==> src/rtl/a7_link_master.sv <==
// Request-level sequencer for the Microzed-to-Spartan6/Artix7 serial bus link.
// Serializes a five-byte command frame sequence and collects the flagged reply.
module a7_link_master #(
  parameter int GAP     = 2,
  parameter int TIMEOUT = 4096,
  parameter int TOW     = 13
) (
  input  logic        clk,
  input  logic        rst_n,
  input  logic        req_valid,
  output logic        req_ready,
  input  logic        req_wr,
  input  logic [15:0] req_addr,
  input  logic [15:0] req_wrdata,
  output logic        rsp_valid,
  output logic [15:0] rsp_rddata,
  output logic [7:0]  rsp_status,
  output logic        rsp_timeout,
  output logic        serial_out,
  input  logic        serial_in,
  output logic [15:0] nsent,
  output logic [15:0] nrcvd
);

  localparam int FLEN = 10 + GAP;
  localparam int BCW  = $clog2(FLEN);

  typedef enum logic [1:0] {
    IDLE = 2'd0,
    SEND = 2'd1,
    WAIT = 2'd2,
    DONE = 2'd3
  } state_t;

  state_t            state_r;
  logic              req_ready_r;
  logic              rsp_valid_r;
  logic [15:0]       rsp_rddata_r;
  logic [7:0]        rsp_status_r;
  logic              rsp_timeout_r;
  logic              serial_out_r;
  logic [15:0]       nsent_r;
  logic [15:0]       nrcvd_r;
  logic [FLEN-2:0]   tx_sh_r;
  logic [31:0]       cmd_r;
  logic [BCW-1:0]    bit_r;
  logic [2:0]        byte_r;
  logic [TOW-1:0]    tmo_r;
  logic [23:0]       win_r;
  logic [3:0]        rx_cnt_r;
  logic [9:0]        rx_sh_r;

  logic [10:0]       rx_frame_s;
  logic              rx_ok_s;
  logic              rx_flag_s;
  logic [7:0]        rx_byte_s;
  logic [23:0]       win_next_s;

  // Everything after the start bit; the trailing zeros belong to the gap.
  function automatic logic [FLEN-2:0] make_frame(input logic flag, input logic [7:0] d);
    return {flag, d, {GAP{1'b0}}};
  endfunction

  // Decode the frame completing this cycle: flag, data byte, and the two-zero trailer check
  always_comb begin
    rx_frame_s = {rx_sh_r, serial_in};
    rx_flag_s  = rx_frame_s[10];
    rx_byte_s  = rx_frame_s[9:2];
    win_next_s = {win_r[15:0], rx_byte_s};
    if ((rx_cnt_r == 4'd11) && (rx_frame_s[1:0] == 2'b00)) begin
      rx_ok_s = 1'b1;
    end else begin
      rx_ok_s = 1'b0;
    end
  end

  // RX bit collector: hunt for a start bit, then take the 11 bits that follow
  always_ff @(posedge clk or negedge rst_n) begin
    if (!rst_n) begin
      rx_cnt_r <= 4'd0;
      rx_sh_r  <= 10'd0;
    end else if (rx_cnt_r == 4'd0) begin
      rx_sh_r <= 10'd0;
      if (serial_in) begin
        rx_cnt_r <= 4'd1;
      end
    end else if (rx_cnt_r == 4'd11) begin
      rx_cnt_r <= 4'd0;
      rx_sh_r  <= 10'd0;
    end else begin
      rx_cnt_r <= rx_cnt_r + 4'd1;
      rx_sh_r  <= {rx_sh_r[8:0], serial_in};
    end
  end

  // Main sequencer: TX framing, reply window, timeout, response capture and counters
  always_ff @(posedge clk or negedge rst_n) begin
    if (!rst_n) begin
      state_r       <= IDLE;
      req_ready_r   <= 1'b1;
      rsp_valid_r   <= 1'b0;
      rsp_rddata_r  <= 16'h0000;
      rsp_status_r  <= 8'h00;
      rsp_timeout_r <= 1'b0;
      serial_out_r  <= 1'b0;
      nsent_r       <= 16'h0000;
      nrcvd_r       <= 16'h0000;
      tx_sh_r       <= '0;
      cmd_r         <= 32'h0000_0000;
      bit_r         <= '0;
      byte_r        <= 3'd0;
      tmo_r         <= '0;
      win_r         <= 24'h00_0000;
    end else begin
      rsp_valid_r <= 1'b0;
      // A flagged frame always empties the window, whether or not it ends a transaction.
      if (rx_ok_s) begin
        nrcvd_r <= nrcvd_r + 16'd1;
        if (rx_flag_s) begin
          win_r <= 24'h00_0000;
        end else begin
          win_r <= win_next_s;
        end
      end
      case (state_r)
        IDLE: begin
          serial_out_r <= 1'b0;
          if (req_valid && req_ready_r) begin
            state_r      <= SEND;
            req_ready_r  <= 1'b0;
            serial_out_r <= 1'b1;
            tx_sh_r      <= make_frame(1'b0, req_wr ? 8'h02 : 8'h01);
            cmd_r        <= {req_addr, (req_wr ? req_wrdata : 16'h0000)};
            bit_r        <= '0;
            byte_r       <= 3'd0;
          end
        end
        SEND: begin
          if (bit_r == BCW'(FLEN - 1)) begin
            nsent_r <= nsent_r + 16'd1;
            bit_r   <= '0;
            if (byte_r == 3'd4) begin
              state_r      <= WAIT;
              serial_out_r <= 1'b0;
              tmo_r        <= '0;
            end else begin
              byte_r       <= byte_r + 3'd1;
              serial_out_r <= 1'b1;
              tx_sh_r      <= make_frame(byte_r == 3'd3, cmd_r[31:24]);
              cmd_r        <= {cmd_r[23:0], 8'h00};
            end
          end else begin
            bit_r        <= bit_r + BCW'(1);
            serial_out_r <= tx_sh_r[FLEN-2];
            tx_sh_r      <= {tx_sh_r[FLEN-3:0], 1'b0};
          end
        end
        WAIT: begin
          serial_out_r <= 1'b0;
          // A reply landing on the timeout cycle still wins.
          if (rx_ok_s && rx_flag_s) begin
            state_r       <= DONE;
            rsp_valid_r   <= 1'b1;
            rsp_timeout_r <= 1'b0;
            rsp_rddata_r  <= win_next_s[23:8];
            rsp_status_r  <= win_next_s[7:0];
          end else if (tmo_r == TOW'(TIMEOUT - 1)) begin
            state_r       <= DONE;
            rsp_valid_r   <= 1'b1;
            rsp_timeout_r <= 1'b1;
            rsp_rddata_r  <= 16'h0000;
            rsp_status_r  <= 8'hFF;
          end else begin
            tmo_r <= tmo_r + TOW'(1);
          end
        end
        DONE: begin
          serial_out_r <= 1'b0;
          state_r      <= IDLE;
          req_ready_r  <= 1'b1;
        end
        default: begin
          serial_out_r <= 1'b0;
          state_r      <= IDLE;
          req_ready_r  <= 1'b1;
        end
      endcase
    end
  end

  assign req_ready   = req_ready_r;
  assign rsp_valid   = rsp_valid_r;
  assign rsp_rddata  = rsp_rddata_r;
  assign rsp_status  = rsp_status_r;
  assign rsp_timeout = rsp_timeout_r;
  assign serial_out  = serial_out_r;
  assign nsent       = nsent_r;
  assign nrcvd       = nrcvd_r;

endmodule

==> config.mk <==
export PLATFORM = sky130hd
export DESIGN_NAME = a7_link_master
export DESIGN_NICKNAME = d
export VERILOG_FILES = /design/src/rtl/a7_link_master.sv
export SDC_FILE = /design/constraint.sdc
export NUM_CORES = 1
export LEC_CHECK = 0
export CAP_MARGIN = 40
export CORE_ASPECT_RATIO = 0.9
export CORE_MARGIN = 4
export CORE_UTILIZATION = 59
export DETAILED_ROUTE_END_ITERATION = 8
export PLACE_DENSITY_LB_ADDON = 0.08
export SLEW_MARGIN = 20
export SYNTH_ARGS = -nofsm -noshare
export SYNTH_HDL_FRONTEND = slang
export SYNTH_SLANG_ARGS = --single-unit
==> constraint.sdc <==
create_clock -name clk -period 2.9 [get_ports clk]
set_input_delay 0.58 -clock clk [delete_from_list [all_inputs] [get_ports clk]]
set_output_delay 0.58 -clock clk [all_outputs]
set_load 0.01 [all_outputs]
==> key figures <==
Logic synthesis
  – Yosys warns: 0
  – Post-synthesis adder-cell area fraction: between 2 and 3%
  – Synth top cells by count: dfrtp_1 (152), nand2_1 (122), o21ai_0 (36)
  – Number of flops mapped to enable cells by yosys: 0
  – Largest family of logic cells by synthesized area: simple AND/OR/NAND/NOR gates
  – Syn_nets: between 700 and 800
  – Sequential share of the synthesized area: between 50% and 60%
  – Synth area leader: dfrtp_1
  – Number of synthesized register bits: around 150
  – Synth Flop Type: dfrtp_1
  – Area share of the largest cell type after synthesis: a little over half
  – Post-synthesis xor/xnor area fraction: 3.885%
  – Post-synth ARST share: 100.0%
  – Mux share of post-synthesis cell area: about 4.2%
  – Syn Area/Cell: about 11 µm²
  – Simple-gate portion of the synthesized area: roughly 18%
  – Compound-cell area share of the yosys netlist: 13.93%
  – Unique masters post-synth: 66
  – Cells after Synth: around 660
  – Cell Area, Synth: around 7000 µm²
  – Ranking of synthesized cells by area: dfrtp_1 (54%), nand2_1 (6.6%), mux2i_1 (3.6%), a22o_1 (3.0%), xnor2_1 (2.8%)
  – Count leader, synth: dfrtp_1

Power and ir drop
  – Sw power: 2.549 mW
  – Clock Power Share: 29.7%
  – Combinational share of power: 28.7%
  – Worst VDD drop: between 500 and 600 µV
  – Int Pwr: 5.010 mW
  – Lkg Pwr: ~4.0 nW
  – Power per standard cell area: 867.0 nW/µm²
  – Register share of total power: 41.6%
  – Net Sw Frac: 33.72%

Timing
  – Final hold slack: roughly 0.14 ns
  – Setup TNS: 0 ns
  – Slew Limit Fails: 0
  – Maximum clock frequency: 430.6 MHz
  – Worst-Margin Slew: approximately 0.77 ns
  – Worst relative slew slack: between 40% and 50%
  – Final Setup Violations: 0
  – RSZ-0062 raised after global routing: false
  – Fin. Hold Viols: 0
  – Clock Skew: ~0.0087 ns
  – Post-layout min period: 2.322 ns
  – Tcrit/Tclk final: between 80% and 90%

Drt
  – DR iter-0 viols: 352
  – Drt via density: around 5.7
  – WL per Instance: between 15 and 20 µm
  – Drt total wl: between 15000 and 20000 µm
  – Vias post-DR: roughly 5.3k
  – DRT Pass-1 Iters: 5
  – ANT nets after route: 0
  – Final routed DRC violation total: 0

Placement
  – RD Place Congestion: between 0.8 and 0.9
  – Post-DP HPWL: 10110 µm
  – Input/output buffers: 96
  – Inst Count DP: 893

Layout
  – Layout Cells excl Fill: just over 900
  – Ant diodes: 0
  – Multi-input gate area: just under 3000 µm²
  – Filler cell count: around 800
  – P&R area growth vs syn: 24.76%
  – Sequential Area: approximately 3800 µm²
  – Layout Nets: about 810
  – Layout cells sized above 1: between 8 and 9%

Floorplan
  – Area of the die: roughly 14000 µm²
  – FP Rows: 37
  – Die X: between 100 and 150 µm
  – Initial Util: between 60 and 70%
  – Ports: 97
  – Area of the core: 11530 µm²
  – Die H: roughly 110 µm

Clock network
  – Clock input transition at the sequential cells of the worst setup and hold paths: 0.06 ns
  – Inserted Clock Buffers: 17
  – Post-CTS Setup Repair Bufs: 0
  – Clk root buf: clkbuf_16
  – CTS resizes: 0
  – Hold_buf cts: 0
  – CTS tree: built
  – CTS sink cnt: around 150
  – Htree depth: 4
  – Clk buf depth: 2
  – Worst skew pair latency: 0.42 ns

Worst setup path
  – CP Capture Type: flop
  – CP max-delay cell: dfrtp_1
  – CP Max Fanout: 56
  – R2r startpoint: bit_r[0]$_DFFE_PN0P_
  – R2R Path End: cmd_r[11]$_DFFE_PN0P_
  – Minimum setup slack among reg-to-reg paths: 0.58 ns
  – Max incr delay on CP: 0.40 ns
  – Worst setup SP type: flop
  – Reg2reg path depth: 7
  – CP Data Arrival Time: 2.61 ns
  – Critical path class: reg -> reg
  – CP cell instances: ha_1 -> nand3b_2 -> nand2b_1 -> a21o_1 -> buf_12 -> nand2_1 -> o21ai_0
  – Required time worst endpoint: around 3.2 ns

Worst hold path
  – Hold crit path type: in -> async

Global route
  – Initial antenna violation count: 0
  – Gr ovfl total: 0
  – Largest net degree at the start of global routing: 65
  – All-Layer GR Usage: between 20% and 30%
  – Number of global-route vias before repair: approximately 5.2k
  – First-pass GRT wire length: about 26000 µm

Outcome
  – Status: complete, no violations

Flow run
  – Max Cap Viol: 0
state kept, by name (all words and copies together), names as in the netlist, 2 cells and up:
name and flops:
bit_r 4, byte_r 3, cmd_r 32, nrcvd 16, nsent 16, rsp_rddata 16
rsp_status 8, rx_cnt_r 4, rx_sh_r 10, state_r 2, tmo_r 13, tx_sh_r 9
win_r 16
cell type report:
| type | count | share of cell area, % |
|---|---|---|
| Inverter | 17 | 0.7319 |
| Sequential cell | 153 | 43.93 |
| Tap cell | 156 | 2.239 |
| Timing Repair Buffer | 108 | 12.36 |
| Multi-Input combinational cell | 459 | 33.80 |
| Clock buffer | 23 | 5.597 |
| Clock inverter | 8 | 1.349 |
logic make-up (layout without fill, tap and decap cells):
family,after synthesis,in the layout
AO/OA/AOI/OAI,141,141
XOR/XNOR,31,31
adder cells (fa/ha/maj),14,14
buffers and inverters,47,156
flip-flops,153,153
multiplexers,29,29
AND/OR/NAND/NOR,244,244
how the worst max path moves through the flow:
stage | from | to
global placement | serial_in | rsp_status[4]$_DFFE_PN0P_
floorplan | state_r[1]$_DFFE_PN0P_ | tmo_r[2]$_DFFE_PN0P_
detailed placement | serial_in | rsp_status[3]$_DFFE_PN0P_
CTS | bit_r[0]$_DFFE_PN0P_ | cmd_r[11]$_DFFE_PN0P_
finish | bit_r[0]$_DFFE_PN0P_ | cmd_r[11]$_DFFE_PN0P_
global route | bit_r[0]$_DFFE_PN0P_ | cmd_r[11]$_DFFE_PN0P_
per-layer routing:
metal / GRT usage [%] / up-vias / wire length, µm
li1: - / 2505 / -
met1: 32.37 / 2588 / 6787
met2: 36.76 / 140 / 7269
met3: 6.276 / 19 / 777
met4: 7.015 / 0 / 178
met5: 0 / - / 0
through the flow:
| stage | setup slack [ns] | cell area (µm²) | util, % | total power, mW |
|---|---|---|---|---|
| finish | 0.5777 | 8718 | 75.63 | 7.559 |
| floorplan | 1.008 | 6988 | - | 4.606 |
| detailed placement | 0.3383 | 8113 | 70.38 | 5.317 |
| global route | 0.4109 | 8718 | 75.63 | 8.048 |
| global placement | 0.4058 | 8105 | 70.31 | 5.180 |
| CTS | 0.5889 | 8718 | 75.63 | 7.598 |
power groups by stage:
stage / clock (mW) / sequential, mW / combinational [mW]
after floorplan: 0 / 3.02 / 1.58
after global placement: 0 / 3.13 / 2.05
after detailed placement: 0 / 3.16 / 2.16
after CTS: 2.28 / 3.14 / 2.18
after global routing: 2.38 / 3.21 / 2.45
final: 2.25 / 3.15 / 2.17
placed cells by master (no fill, tap or decap), drive strengths merged, types with 5 or more instances in the layout:
cell and count:
o31ai 9, xor2 9, nor2b 12, a21oi 26, dfrtp 152, clkdlybuf4s50 95, nand3 19, xnor2 22
nor2 28, nand3b 20, and3 10, nand4b 5, buf 13, nand2 123, mux2i 25, ha 14
clkinv 5, o21ai 40, nand4 10, o211ai 7, a22oi 8, inv 16, a22o 24, clkbuf 23
critical path, delay by kind of cell, from the launching register on:
| kind | cells | cell delay, ns |
|---|---|---|
| AND/OR/NAND/NOR | 3 | 0.82 |
| AO/OA/AOI/OAI | 2 | 0.42 |
| flip-flops | 1 | 0.40 |
| adder cells (fa/ha/maj) | 1 | 0.30 |
| buffers and inverters | 1 | 0.23 |
Note: power is estimated with default switching activity, not from simulation.
